File: src/rtl/lut_sweep_reader.sv
// lut_sweep_reader
//   Sweeps all 256 addresses of an external combinational 8-in/1-out LUT
//   neuron. Each address is held for SETTLE_CYCLES cycles and the response is
//   captured on the last of them. Responses are packed LSB-first into 32
//   truth-table bytes that leave through a valid/ready stream.
//
// Ports
//   clk        : single clock, rising-edge
//   rst_n      : asynchronous active-low reset
//   start      : sweep request, sampled only while idle
//   busy       : high from start acceptance until done
//   done       : one-cycle pulse after the last byte handshake
//   lut_addr   : address driven to the LUT neuron
//   lut_data   : LUT neuron response for lut_addr
//   out_data   : packed truth-table byte
//   out_valid  : out_data is valid
//   out_ready  : downstream accepts out_data
//   out_last   : high with out_valid on byte 31 only
//   ones_count : (LUT_SWEEP_POPCNT_EN only) number of captured 1s this sweep
//
// Build option
//   LUT_SWEEP_POPCNT_EN : adds the ones_count output and its counter.
//
// state  | meaning
// IDLE   | waiting for start
// SAMPLE | holding lut_addr, settle counter running down to capture
// EMIT   | full byte presented on out_data, waiting for out_ready
// FIN    | done pulse, back to IDLE next cycle

module lut_sweep_reader #(
  parameter int unsigned SETTLE_CYCLES = 1
) (
  input  logic       clk,
  input  logic       rst_n,
  input  logic       start,
  output logic       busy,
  output logic       done,
  output logic [7:0] lut_addr,
  input  logic       lut_data,
  output logic [7:0] out_data,
  output logic       out_valid,
  input  logic       out_ready,
`ifdef LUT_SWEEP_POPCNT_EN
  output logic [8:0] ones_count,
`endif
  output logic       out_last
);

  typedef enum logic [1:0] {IDLE, SAMPLE, EMIT, FIN} state_t;

  localparam logic [3:0] SETTLE_LOAD = 4'(SETTLE_CYCLES);

  state_t     state_q, state_d;
  logic [7:0] addr_q, addr_d;
  logic [3:0] settle_q, settle_d;
  logic [6:0] pack_q, pack_d;
  logic [7:0] data_q, data_d;
  logic       capture;

  // The settle counter reaching 1 marks the final cycle of the hold window.
  assign capture = (state_q == SAMPLE) && (settle_q == 4'd1);

  always_comb begin
    state_d  = state_q;
    addr_d   = addr_q;
    settle_d = settle_q;
    pack_d   = pack_q;
    data_d   = data_q;
    case (state_q)
      IDLE: begin
        if (start) begin
          state_d  = SAMPLE;
          addr_d   = 8'd0;
          settle_d = SETTLE_LOAD;
        end
      end
      SAMPLE: begin
        if (capture) begin
          // Shift right so the first capture ends up in bit 0.
          pack_d   = {lut_data, pack_q[6:1]};
          addr_d   = addr_q + 8'd1;
          settle_d = SETTLE_LOAD;
          if (addr_q[2:0] == 3'd7) begin
            data_d  = {lut_data, pack_q};
            state_d = EMIT;
          end
        end else begin
          settle_d = settle_q - 4'd1;
        end
      end
      EMIT: begin
        // addr has already wrapped to 0 while the final byte is presented.
        if (out_ready) begin
          state_d = (addr_q == 8'd0) ? FIN : SAMPLE;
        end
      end
      FIN: begin
        state_d = IDLE;
      end
      default: state_d = IDLE;
    endcase
  end

  always_ff @(posedge clk or negedge rst_n) begin
    if (!rst_n) begin
      state_q  <= IDLE;
      addr_q   <= 8'd0;
      settle_q <= 4'd0;
      pack_q   <= 7'd0;
      data_q   <= 8'd0;
    end else begin
      state_q  <= state_d;
      addr_q   <= addr_d;
      settle_q <= settle_d;
      pack_q   <= pack_d;
      data_q   <= data_d;
    end
  end

  assign busy      = (state_q == SAMPLE) || (state_q == EMIT);
  assign done      = (state_q == FIN);
  assign out_valid = (state_q == EMIT);
  assign out_last  = (state_q == EMIT) && (addr_q == 8'd0);
  assign out_data  = data_q;
  assign lut_addr  = addr_q;

`ifdef LUT_SWEEP_POPCNT_EN
  logic [8:0] ones_q, ones_d;

  always_comb begin
    ones_d = ones_q;
    if ((state_q == IDLE) && start) begin
      ones_d = 9'd0;
    end else if (capture) begin
      ones_d = ones_q + 9'(lut_data);
    end
  end

  always_ff @(posedge clk or negedge rst_n) begin
    if (!rst_n) begin
      ones_q <= 9'd0;
    end else begin
      ones_q <= ones_d;
    end
  end

  assign ones_count = ones_q;
`endif

endmodule

File: config.mk
export PLATFORM = sky130hd
export DESIGN_NAME = lut_sweep_reader
export DESIGN_NICKNAME = d
export VERILOG_FILES = /design/src/rtl/lut_sweep_reader.sv
export SDC_FILE = /design/constraint.sdc
export NUM_CORES = 1
export LEC_CHECK = 0
export CAP_MARGIN = 20
export CORE_UTILIZATION = 50
export DETAILED_ROUTE_END_ITERATION = 16
export PLACE_DENSITY = 0.76
export REMOVE_ABC_BUFFERS = 1
export SETUP_SLACK_MARGIN = 0.5
export SLEW_MARGIN = 20
export SYNTH_ARGS = -nofsm -noshare
export SYNTH_HDL_FRONTEND = slang
export SYNTH_SLANG_ARGS = --single-unit
File: constraint.sdc
create_clock -name clk -period 3.1 [get_ports clk]
set_input_delay 0.62 -clock clk [delete_from_list [all_inputs] [get_ports clk]]
set_output_delay 0.62 -clock clk [all_outputs]
set_load 0.05 [all_outputs]
==> flow_summary.json, run 1 <==
{
  "crit_family": "buffers and inverters",
  "synth_warnings": 0,
  "arrival_ns": 1.92,
  "finalHoldViolCount": 0,
  "ant_nets": 0,
  "cts_max_level": 2,
  "combPwrFrac_pct": 47.7,
  "dieArea_sq_um": 3050,
  "cp.buffers_inverters": 2,
  "fmax_mhz": 394,
  "drive_gt1_share_pct": 19.1,
  "finalPower_mw": 1.42,
  "synthCells": 121,
  "clockBufferDepth": 2,
  "gp_congestion": 0.859,
  "p_int_mw": 0.802,
  "regArea_sq_um": 726,
  "coreArea_sq_um": 2570,
  "p_switching_mw": 0.616,
  "p_leak_nw": 0.820,
  "synthToLayoutAreaGrowth_pct": 23.1,
  "tns_ns": 0,
  "status": "finished clean",
  "crit_path_top_delay_cell": "clkdlybuf4s50_1",
  "cpPeakStageDelay_ns": 0.82,
  "wl_per_cell_microns": 14.9,
  "synth_top_area_share_pct": 51.1,
  "ys_ff_latch": 29,
  "cp_max_fo": 4,
  "clkTransAtPathRegs_ns": 0.09,
  "dpl_cell_area_sq_um": 1700,
  "grt_pass1_wl_microns": 4710,
  "p_clk_share_pct": 15.2,
  "die_w_microns": 55.3,
  "swShare_pct": 43.5,
  "io_pins": 25,
  "syn_avg_cell_area_sq_um": 11.7,
  "fin_crit_sh_pct": 81.8,
  "grt_max_degree": 30,
  "drv_slew": 0,
  "grt_overflow": 0,
  "cts_sinks": 29,
  "p_seq_share_pct": 37.0,
  "placementRows": 18,
  "tightestPinTransition_ns": 0.586,
  "numCtsBuffers": 5,
  "min_path_type": "reg2reg",
  "fp.dieH_microns": 55.3,
  "cts_tree": "yes",
  "finalInstanceArea_sq_um": 1750,
  "critPathRequiredTime_ns": 2.48,
  "start_util_pct": 55.3,
  "drc_errors": 0,
  "synth_area_sq_um": 1420,
  "gr-usage-all-layers_pct": 20.1,
  "multi_input_area_sq_um": 651,
  "max_slew_margin_pct": 59.8,
  "finClkSkew_ns": 0.00810,
  "synth_seq_area_share_pct": 51.1,
  "yosys-top-cells-area": "dfrtp_1, mux2_2, ha_1",
  "setup_viol": 0,
  "clock-root-buffer": "clkbuf_4",
  "grt_pass1_vias": 1054,
  "fin_util_pct": 68.0,
  "nFillCells": 209,
  "io_buffers": 24,
  "synth_cell_types": 35,
  "rsz0062_at_grt": "yes",
  "vias_per_cell": 5.58,
  "antenna_found_initial": 0,
  "crit_chain": "inv_1, ha_1, clkdlybuf4s50_1",
  "antennaDiodeCount": 0,
  "period_minus_slack_ns": 2.54,
  "fin_nets": 166,
  "yosys.area.top_type": "dfrtp_1",
  "routed_wl_microns": 2720,
  "criticalPathCategory": "reg2out",
  "ir_drop_v": 0.000752,
  "max_cap_violations": 0,
  "cellPowerDensity_nw_per_um2": 812,
  "end_kind": "output port",
  "first_iter_violations": 21,
  "dr_total_vias": 1015,
  "first_pass_iters": 4,
  "clk_latency_ns": 0.33,
  "post-dp-hpwl_microns": 1930,
  "critPathLaunchType": "flop"
}
==> flip-flops by register name, indices dropped and copies added (netlist names) <==
name,count
lut_addr,8
out_data,8
pack_q,7
settle_q,4
state_q,2
==> path summary, 6_finish.rpt <==
| kind | from | endpoint | slack, ns | cells after the start |
|---|---|---|---|---|
| worst max-delay path | state_q[0] | out_valid | 0.56 | 3 |
| worst min-delay path | out_data[3] | out_data[3] | 0.51 | 1 |
| worst max register to register | state_q[1] | lut_addr[7] | 0.87 | 6 |
| worst min register to register | out_data[3] | out_data[3] | 0.51 | 1 |
| max in group asynchronous | rst_n | lut_addr[3] | 2.17 | 2 |
| min in group asynchronous | rst_n | settle_q[3] | 0.66 | 2 |
==> cell usage in the layout, fill, tap and decap left out, types with 3 or more instances in the layout <==
cell type and count:
mux2_2 16, or4_1 3, inv_1 9, clkdlybuf4s50_1 22, ha_1 10, nor2b_1 3, a21oi_1 4, nand3_1 3
clkbuf_4 6, o21ai_0 4, nand2_1 9, dfrtp_1 29
==> layout make-up <==
| cell class | instances | share of cell area (%) |
|---|---|---|
| sequential | 29 | 41.5 |
| multi-input combinational | 81 | 37.2 |
| timing repair buffer | 25 | 14.2 |
| clock buffer | 6 | 2.36 |
| tap | 30 | 2.15 |
| inverter | 9 | 1.93 |
| clock inverter | 2 | 0.573 |
==> power by group through the flow <==
stage | logic (mW) | registers, mW | clock network (mW)
after global placement | 0.663 | 0.527 | 0
after detailed placement | 0.680 | 0.531 | 0
final | 0.677 | 0.525 | 0.216
after global routing | 0.737 | 0.539 | 0.244
after CTS | 0.679 | 0.524 | 0.224
after floorplan | 0.494 | 0.541 | 0
==> stage by stage <==
stage | worst slack (ns) | cells | hold WS (ns)
2_1_floorplan | 0.686 | 119 | 0.324
3_3_place_gp | 0.538 | 174 | 0.488
3_5_place_dp | 0.382 | 174 | 0.494
4_1_cts | 0.534 | 182 | 0.516
5_1_grt | 0.460 | 182 | 0.544
6_report | 0.563 | 182 | 0.512
==> cell families (layout without fill, tap and decap cells) <==
| logic type | after synthesis | after routing | share of synthesized area [%] |
|---|---|---|---|
| XOR/XNOR | 2 | 2 | 1.23 |
| buffers and inverters | 11 | 42 | 3.00 |
| flip-flops | 29 | 29 | 51.1 |
| AO/OA/AOI/OAI | 19 | 19 | 9.35 |
| adder cells (fa/ha/maj) | 10 | 10 | 8.82 |
| multiplexers | 17 | 17 | 13.4 |
| AND/OR/NAND/NOR | 33 | 33 | 13.1 |
==> synthesized netlist by cell type <==
| library cell | instances |
|---|---|
| nor2_1 | 2 |
| a22o_1 | 2 |
| nand2_1 | 9 |
| and2_1 | 1 |
| o31ai_1 | 2 |
| mux2i_1 | 1 |
| xnor2_1 | 1 |
| a2111oi_2 | 1 |
| a21o_1 | 1 |
| a31oi_1 | 1 |
| nor2_2 | 1 |
| dfrtp_1 | 29 |
| or4_1 | 3 |
| or3b_1 | 1 |
| o21ai_0 | 4 |
| nor2b_1 | 3 |
| clkbuf_1 | 1 |
| o21a_1 | 1 |
| nor4_1 | 1 |
| nor4b_1 | 1 |
| nand2_2 | 1 |
| inv_1 | 9 |
| and3_1 | 1 |
| a21oi_1 | 4 |
| xor2_1 | 1 |
| o31a_1 | 1 |
| nand3_1 | 3 |
| or3_1 | 2 |
| nor3_1 | 2 |
| buf_2 | 1 |
| o211ai_1 | 2 |
| mux2_2 | 16 |
| ha_1 | 10 |
| and4b_1 | 1 |
| or2_2 | 1 |
==> per-layer routing <==
layer  up-vias  part of all wire (%)  GRT usage, %
met2        27                    47          30.6
met4         0                   1.1          7.50
met3         3                   5.1          7.73
met5         -                     0             0
li1        488                     -             -
met1       497                    46          26.0
==> timing repair <==
action                                  CTS  global route
buffers inserted                          0             0
gates resized for setup                   5             2
pin swaps                                 0             0
endpoints found under the setup margin    1             3
hold buffers                              0             0
Power figures use the tool's default switching activity.
==> run 2, diff against run 1 <==
CORE_UTILIZATION = 46   (was 50)
PLACE_DENSITY = 0.74   (was 0.76)
clock period = 2.18 ns   (was 3.1 ns; I/O delays follow)
==> run 2 against run 1 <==
  * Total power grew 120%
  * Worst hold slack got worse by 0.0051 ns
  * Clock skew is 0.0013 ns higher
  * Utilization up 9.4 points
  * Largest cell class is now multi-input combinational cells
  * Highest routed layer unchanged
==> flow_summary.json, run 2 (synthesis results as in run 1) <==
{
  "status": "finished clean",
  "vias_per_cell": 5.60,
  "fin_crit_sh_pct": 92.8,
  "cts_sinks": 29,
  "final_common_cell": "dfrtp_1",
  "cp_max_fo": 2,
  "setup_viol": 0,
  "die_w_microns": 57.5,
  "crit_path_top_delay_cell": "dfrtp_1",
  "coreArea_sq_um": 2830,
  "dr_total_vias": 1160,
  "p_leak_nw": 1.04,
  "max_cap_violations": 0,
  "post-dp-hpwl_microns": 2040,
  "ant_nets": 0,
  "clk_latency_ns": 0.31,
  "arrival_ns": 1.59,
  "r2r_slack_ns": 0.25,
  "tightestPinTransition_ns": 0.489,
  "rsz0062_at_grt": "yes",
  "period_minus_slack_ns": 2.02,
  "crit_family": "simple AND/OR/NAND/NOR gates",
  "cpPeakStageDelay_ns": 0.42,
  "grt_max_degree": 30,
  "hold_buffers": 0,
  "io_pins": 25,
  "dieArea_sq_um": 3310,
  "cts_tree": "yes",
  "ir_drop_v": 0.000661,
  "cts_max_level": 2,
  "finalPower_mw": 3.06,
  "clock-root-buffer": "clkbuf_4",
  "crit_chain": "inv_2, ha_4, nor4b_4, and4b_2, buf_12",
  "gp_congestion": 0.834,
  "timing.rr.end": "state_q[1]",
  "routed_wl_microns": 3620,
  "fp.dieH_microns": 57.5,
  "finClkSkew_ns": 0.00936,
  "min_from": "out_data[5]",
  "wl_per_cell_microns": 17.5,
  "critPathRequiredTime_ns": 1.74,
  "grt_overflow": 0,
  "placementRows": 19,
  "io_buffers": 24,
  "numCtsBuffers": 5,
  "first_pass_iters": 4,
  "finalHoldViolCount": 0,
  "holdPathStages": 1,
  "antennaDiodeCount": 0,
  "gr-usage-all-layers_pct": 21.4,
  "criticalPathCategory": "reg2out",
  "timing.rr.start": "settle_q[1]",
  "start_util_pct": 50.2,
  "end_kind": "output port",
  "hold_end": "out_data[5]",
  "max_slew_margin_pct": 67.5,
  "worstRegToRegCells": 7,
  "drive_gt1_share_pct": 48.3,
  "cp-startpoint": "state_q[0]",
  "final_cell_mix": "dfrtp_1, buf_4, nand2_1, buf_6",
  "fmax_mhz": 494,
  "first_iter_violations": 46,
  "drc_errors": 0,
  "cp.buffers_inverters": 2,
  "tns_ns": 0,
  "fin_nets": 191,
  "min_path_type": "reg2reg",
  "grt_pass1_vias": 1153,
  "cellPowerDensity_nw_per_um2": 1400,
  "critPathLaunchType": "flop",
  "antenna_found_initial": 0,
  "instances_no_fill": 207,
  "grt_pass1_wl_microns": 5220,
  "synthToLayoutAreaGrowth_pct": 54.3,
  "clockBufferDepth": 2,
  "drv_slew": 0,
  "whs_ns": 0.507,
  "clkTransAtPathRegs_ns": 0.08,
  "post-place-cells": 179
}
[run 2: cell types whose count changed in the layout (fill, tap and decap cells not counted), moves of 5 or more]
cell             change
buf_4               +16
buf_6                +9
clkdlybuf4s15_2      +6
clkdlybuf4s50_1     -18
dlygate4sd2_1        +6
ha_1                 -5
ha_4                 +5
mux2_2               -8
mux2_4               +8
[run 2: routing by layer]
layer,global-route usage (%),share of wire [%]
met4,15.0,3.8
met5,0,0
met3,4.54,2.9
met1,27.2,44
met2,32.4,50
[run 2: per-stage QoR]
stage | setup slack (ns) | area (sq um) | utilization [%]
CTS | 0.222 | 2020 | 71.4
global placement | 0.157 | 1730 | 61.2
floorplan | -0.0500 | 1410 | -
finish | 0.157 | 2190 | 77.4
detailed placement | 0.0820 | 1730 | 61.2
global route | 0.0831 | 2190 | 77.4
[run 2: report_power, final]
group	switching [mW]	internal, mW
combinational	0.952	1.03
clock	0.164	0.152
sequential	0.108	0.656
total	1.22	1.83
[run 2: timing repair]
action	in CTS	in global routing
pin swaps	18	3
gates resized for setup	72	25
buffers inserted	11	10
setup endpoints to repair	46	36
[run 2: worst max path at each step]
stage / to / cells after the start
after detailed placement: lut_addr[5] / 6
after floorplan: out_last / 4
final: out_last / 5
after CTS: out_last / 5
after global routing: out_last / 5
after global placement: lut_addr[7] / 5
[run 2: area by class of cell]
| class | instances | area, sq um |
|---|---|---|
| Multi-Input combinational cell | 81 | 837 |
| Timing Repair Buffer | 50 | 489 |
| Sequential cell | 29 | 727 |
| Clock buffer | 7 | 55.1 |
| Inverter | 9 | 42.5 |
| Fill cell | 172 | 639 |
| Tap cell | 31 | 38.8 |
